File: src/rtl/board_cfg_sequencer.sv
// board_cfg_sequencer: power-up, clock-chip config, PLL lock qualification and ADC bring-up with bounded retries
module board_cfg_sequencer #(
   parameter int unsigned PWRUP_WAIT     = 1000,
   parameter int unsigned CFG_TIMEOUT    = 50000,
   parameter int unsigned LOCK_TIMEOUT   = 100000,
   parameter int unsigned LOCK_STABLE    = 256,
   parameter int unsigned ADC_RST_CYCLES = 64,
   parameter int unsigned MAX_RETRY      = 3
) (
   input  logic       clk,
   input  logic       rst,
   input  logic       start,
   output logic       clk_cfg_en,
   input  logic       clk_cfg_finish_n,
   input  logic       pll_lock,
   output logic       adc_rst,
   output logic       adc_cfg_req,
   input  logic       adc_cfg_ack,
   output logic       board_ready,
   output logic       error,
   output logic [1:0] retry_cnt,
   output logic [3:0] state
);
   typedef enum logic [3:0] {
      S_IDLE        = 4'd0,
      S_PWRUP       = 4'd1,
      S_CLK_CFG     = 4'd2,
      S_CLK_WAIT    = 4'd3,
      S_LOCK_WAIT   = 4'd4,
      S_LOCK_STABLE = 4'd5,
      S_ADC_RST     = 4'd6,
      S_ADC_CFG     = 4'd7,
      S_READY       = 4'd8,
      S_FAIL        = 4'd9
   } state_t;
   state_t      cur, nxt;
   logic [1:0]  retry_nxt;
   logic [1:0]  sync;
   logic [31:0] timer;
   logic [31:0] dwell;
   logic        lock_s, retry;
   // dwell counts the current cycle, so a limit of N means exactly N cycles in the state
   assign lock_s      = sync[1];
   assign dwell       = timer + 32'd1;
   assign state       = cur;
   assign clk_cfg_en  = cur inside {S_CLK_WAIT, S_LOCK_WAIT, S_LOCK_STABLE, S_ADC_RST, S_ADC_CFG, S_READY};
   assign adc_rst     = cur == S_ADC_RST;
   assign adc_cfg_req = cur == S_ADC_CFG;
   assign board_ready = cur == S_READY;
   assign error       = cur == S_FAIL;
   // two-flop synchronizer for the asynchronous PLL lock
   always_ff @(posedge clk or posedge rst)
      if (rst) sync <= '0;
      else     sync <= {sync[0], pll_lock};
   // state, retry counter and the shared timer, which restarts on every state change
   always_ff @(posedge clk or posedge rst)
      if (rst) begin
         cur       <= S_IDLE;
         retry_cnt <= '0;
         timer     <= '0;
      end else begin
         cur       <= nxt;
         retry_cnt <= retry_nxt;
         timer     <= (nxt != cur) ? '0 : timer + 32'd1;
      end
   // next-state decode; any retry request is resolved against the retry budget last
   always_comb begin
      nxt       = cur;
      retry     = 1'b0;
      retry_nxt = retry_cnt;
      case (cur)
         S_IDLE, S_FAIL: if (start) begin
            nxt       = S_PWRUP;
            retry_nxt = '0;
         end
         S_PWRUP:       if (dwell == PWRUP_WAIT) nxt = S_CLK_CFG;
         S_CLK_CFG:     nxt = S_CLK_WAIT;
         S_CLK_WAIT:    if (!clk_cfg_finish_n) nxt = S_LOCK_WAIT;
                        else if (dwell == CFG_TIMEOUT) retry = 1'b1;
         S_LOCK_WAIT:   if (lock_s) nxt = S_LOCK_STABLE;
                        else if (dwell == LOCK_TIMEOUT) retry = 1'b1;
         S_LOCK_STABLE: if (!lock_s) nxt = S_LOCK_WAIT;
                        else if (dwell == LOCK_STABLE) nxt = S_ADC_RST;
         S_ADC_RST:     if (!lock_s) retry = 1'b1;
                        else if (dwell == ADC_RST_CYCLES) nxt = S_ADC_CFG;
         S_ADC_CFG:     if (!lock_s) retry = 1'b1;
                        else if (adc_cfg_ack) nxt = S_READY;
         S_READY:       if (!lock_s) retry = 1'b1;
         default:       nxt = S_IDLE;
      endcase
      if (retry) begin
         if (32'(retry_cnt) < MAX_RETRY) begin
            retry_nxt = retry_cnt + 2'd1;
            nxt       = S_CLK_CFG;
         end else begin
            nxt = S_FAIL;
         end
      end
   end
endmodule

File: config.mk
export PLATFORM = sky130hd
export DESIGN_NAME = board_cfg_sequencer
export DESIGN_NICKNAME = d
export VERILOG_FILES = /design/src/rtl/board_cfg_sequencer.sv
export SDC_FILE = /design/constraint.sdc
export NUM_CORES = 1
export LEC_CHECK = 0
export CORE_UTILIZATION = 60
export CTS_BUF_LIST = sky130_fd_sc_hd__clkbuf_8
export DETAILED_ROUTE_END_ITERATION = 6
export PLACE_DENSITY = 0.87
export SETUP_SLACK_MARGIN = 0.15
export SLEW_MARGIN = 0
export SYNTH_ARGS = -nofsm -noshare
export SYNTH_HDL_FRONTEND = slang
export SYNTH_SLANG_ARGS = --single-unit
File: constraint.sdc
create_clock -name clk -period 4.1 [get_ports clk]
set_clock_uncertainty 0.1 [all_clocks]
set_input_delay 0.41 -clock clk [delete_from_list [all_inputs] [get_ports clk]]
set_output_delay 0.41 -clock clk [all_outputs]
set_load 0.005 [all_outputs]
==> flow_summary.json <==
{
  "finish.instance_area_mm2": 0.00374,
  "p_leak_nw": 1.53,
  "cp_slowest_cell": "or4_4",
  "ir_drop_v": 0.000677,
  "setup_violations": 0,
  "cp_cell_sequence": "ha_1 -> nand4_1 -> or4_4 -> o31a_1 -> or4_4 -> a21o_1 -> o31ai_4 -> buf_4 -> a221oi_1 -> o22ai_2 -> o311ai_4 -> buf_4 -> buf_12 -> nor3b_1",
  "num_rows": 26,
  "synth_cell_types": 68,
  "r2r-end": "timer[8]",
  "critPathKind": "reg2reg",
  "drv_slew": 0,
  "grt_pass1_wl_mm": 13.3,
  "slew_headroom": 0.600,
  "whs_endpoint": "sync[1]",
  "cpPeakStageDelay_ns": 0.56,
  "hold-path-cell-count": 0,
  "drt_iter0_drc": 226,
  "fin_ws_ns": 0.317,
  "synthesis.nets": 386,
  "fin_crit_ns": 3.78,
  "status": "finished, final reports clean",
  "drv_cap": 0,
  "die_h_um": 76.2,
  "tns_ns": 0,
  "post-route-period-util": 0.923,
  "tightest_slew_ns": 0.594,
  "max_clock_freq_mhz": 264,
  "synth_flop_cell": "dfrtp_1",
  "clock-sinks": 40,
  "cts_tree": "yes",
  "r2r_setup_slack_ns": 0.32,
  "hpwlAfterDp_mm": 5.79,
  "layout_commonest_cell": "dfrtp_1",
  "syn2layout_area_growth_pct": 13.3,
  "cts_buffers": 5,
  "reg2reg_depth": 14,
  "power.density_mw_per_mm2": 332,
  "antennaDiodeCount": 0,
  "netlist_area_mm2": 0.00330,
  "ys_ff_latch": 40,
  "synthArstFlopShare": 1.00,
  "worst_setup_path_start_kind": "flop",
  "path_clk_slew_ns": 0.08,
  "placed_cell_area_mm2": 0.00360,
  "path_delay_family": "simple AND/OR/NAND/NOR gates",
  "mostFrequentLayoutCells": "dfrtp_1 (39), nand2_1 (32), nor3_2 (29)",
  "dr.pass1.iters": 5,
  "io_pins": 17,
  "globalplace.congestion": 0.920,
  "cp.arrival_ns": 3.89,
  "timing.rr.start": "timer[1]",
  "die_area_mm2": 0.00581,
  "wire_per_inst_um": 17.0,
  "avgSynthCellArea_um2": 8.77,
  "nets": 407,
  "initial_core_util": 0.635,
  "min_path_type": "reg2reg",
  "ys_warn_count": 0,
  "port_buffers": 16,
  "rsz0062_at_grt": "no",
  "synth-edff-count": 0,
  "fin_util": 0.719,
  "hold_violations": 0,
  "cp_max_fo": 12,
  "core_mm2": 0.00520,
  "clk_path_buf_depth": 2,
  "die_w_um": 76.2,
  "hold_ws_ns": 0.255,
  "critPathBufInv": 3,
  "drtAntennaViolNets": 0,
  "nFillCells": 410,
  "pre_cts_slack_ns": 0.104,
  "hold_start": "sync[0]",
  "cts-htree-levels": 2,
  "wl_mm": 7.99,
  "yosysSeqAreaShare": 0.303,
  "drcViolationCount": 0,
  "syn-instance-count": 377,
  "grt_start_max_net_pins": 41,
  "root_buffer": "clkbuf_8",
  "insertion_delay_ns": 0.29,
  "via_count": 2990,
  "globalRouteTotalUtil": 0.282,
  "overflow": 0,
  "layout-drive-gt1-share": 0.216,
  "vias_per_cell": 6.38,
  "cp.required_ns": 4.21,
  "grt_pass1_vias": 2901,
  "antenna_found_initial": 0,
  "end_kind": "flop"
}
[registers in the layout, summed over array words and instances, names as in the netlist]
signal,cells
sync,2
state,4
retry_cnt,2
timer,32
[routing by layer]
layer,share of wire,GRT usage,up-vias
li1,-,-,1418
met4,0.025,0.110,0
met3,0.050,0.0431,22
met1,0.44,0.363,1440
met2,0.49,0.473,110
met5,0,0,-
[synth_stat cells (all sizes together) (2+ instances only)]
master / number / area share
dfrtp: 40 / 0.30
clkbuf: 11 / 0.013
or2: 4 / 0.0076
xor2: 14 / 0.037
o31a: 2 / 0.0053
inv: 9 / 0.010
mux2i: 7 / 0.021
nor2b: 4 / 0.0076
a21o: 5 / 0.011
a211oi: 3 / 0.0083
nand3: 22 / 0.033
nor3: 39 / 0.10
o21ai: 10 / 0.015
buf: 18 / 0.035
nand3b: 2 / 0.0045
and4: 3 / 0.0080
nand4: 15 / 0.028
or4: 7 / 0.017
a2111oi: 2 / 0.0053
a31oi: 3 / 0.010
or4b: 2 / 0.0061
o211ai: 2 / 0.0045
xnor2: 22 / 0.058
nand2b: 3 / 0.0057
o22ai: 3 / 0.0076
nand2: 32 / 0.036
nor2: 25 / 0.028
a21oi: 8 / 0.012
ha: 3 / 0.011
or3: 2 / 0.0038
a311oi: 2 / 0.0053
and3: 9 / 0.017
nor4: 12 / 0.029
a31o: 2 / 0.0053
and2: 6 / 0.011
nor3b: 4 / 0.011
[logic make-up (layout without fill, tap and decap cells)]
logic type / count (synthesis) / in the layout / share of synthesized area
DFF: 40 / 40 / 0.303
xor gates and xnor gates: 36 / 36 / 0.0954
AOI/OAI and AO/OA: 58 / 58 / 0.144
and+or+nand+nor: 194 / 194 / 0.364
buffers and inverters: 38 / 60 / 0.0579
muxes: 8 / 8 / 0.0246
adders and majority gates: 3 / 3 / 0.0114
[how the worst max path moves through the flow]
stage,from,cells past startpoint,end
6_report,timer[1],14,timer[8]
5_1_grt,timer[0],15,timer[8]
4_1_cts,timer[1],14,timer[14]
3_5_place_dp,timer[1],14,timer[16]
3_3_place_gp,timer[0],14,timer[16]
2_1_floorplan,timer[0],13,timer[11]
[through the flow]
| stage | power [mW] | cells |
|---|---|---|
| after global placement | 0.959 | 458 |
| after CTS | 1.25 | 469 |
| after detailed placement | 0.984 | 458 |
| final | 1.24 | 469 |
| after global routing | 1.31 | 469 |
| after floorplan | 0.816 | 377 |
[what timing repair did]
item	4_1_cts	5_1_grt
setup buffers	3	0
pin swaps	1	1
resized for setup	1	7
endpoints found under the setup margin	32	32
hold endpoints to repair	0	0
hold buffers	0	0
[power breakdown]
| group | leakage (nW) | total [mW] | internal, mW | switching [mW] |
|---|---|---|---|---|
| registers | 0.542 | 0.477 | 0.429 | 0.0484 |
| clock network | 0.0538 | 0.264 | 0.132 | 0.132 |
| logic | 0.934 | 0.503 | 0.208 | 0.295 |
| total | 1.53 | 1.24 | 0.769 | 0.475 |
[final cells by class]
type                       instances  area [um^2]  area share
tap                               70         87.6      0.0234
multi-input combinational        299         2140       0.572
clock buffer                       6         82.6      0.0221
timing repair buffer              43          388       0.104
clock inverter                     2         7.51     0.00201
sequential                        40         1000       0.268
inverter                           9         33.8     0.00902
(Power assumes the default switching activity.)
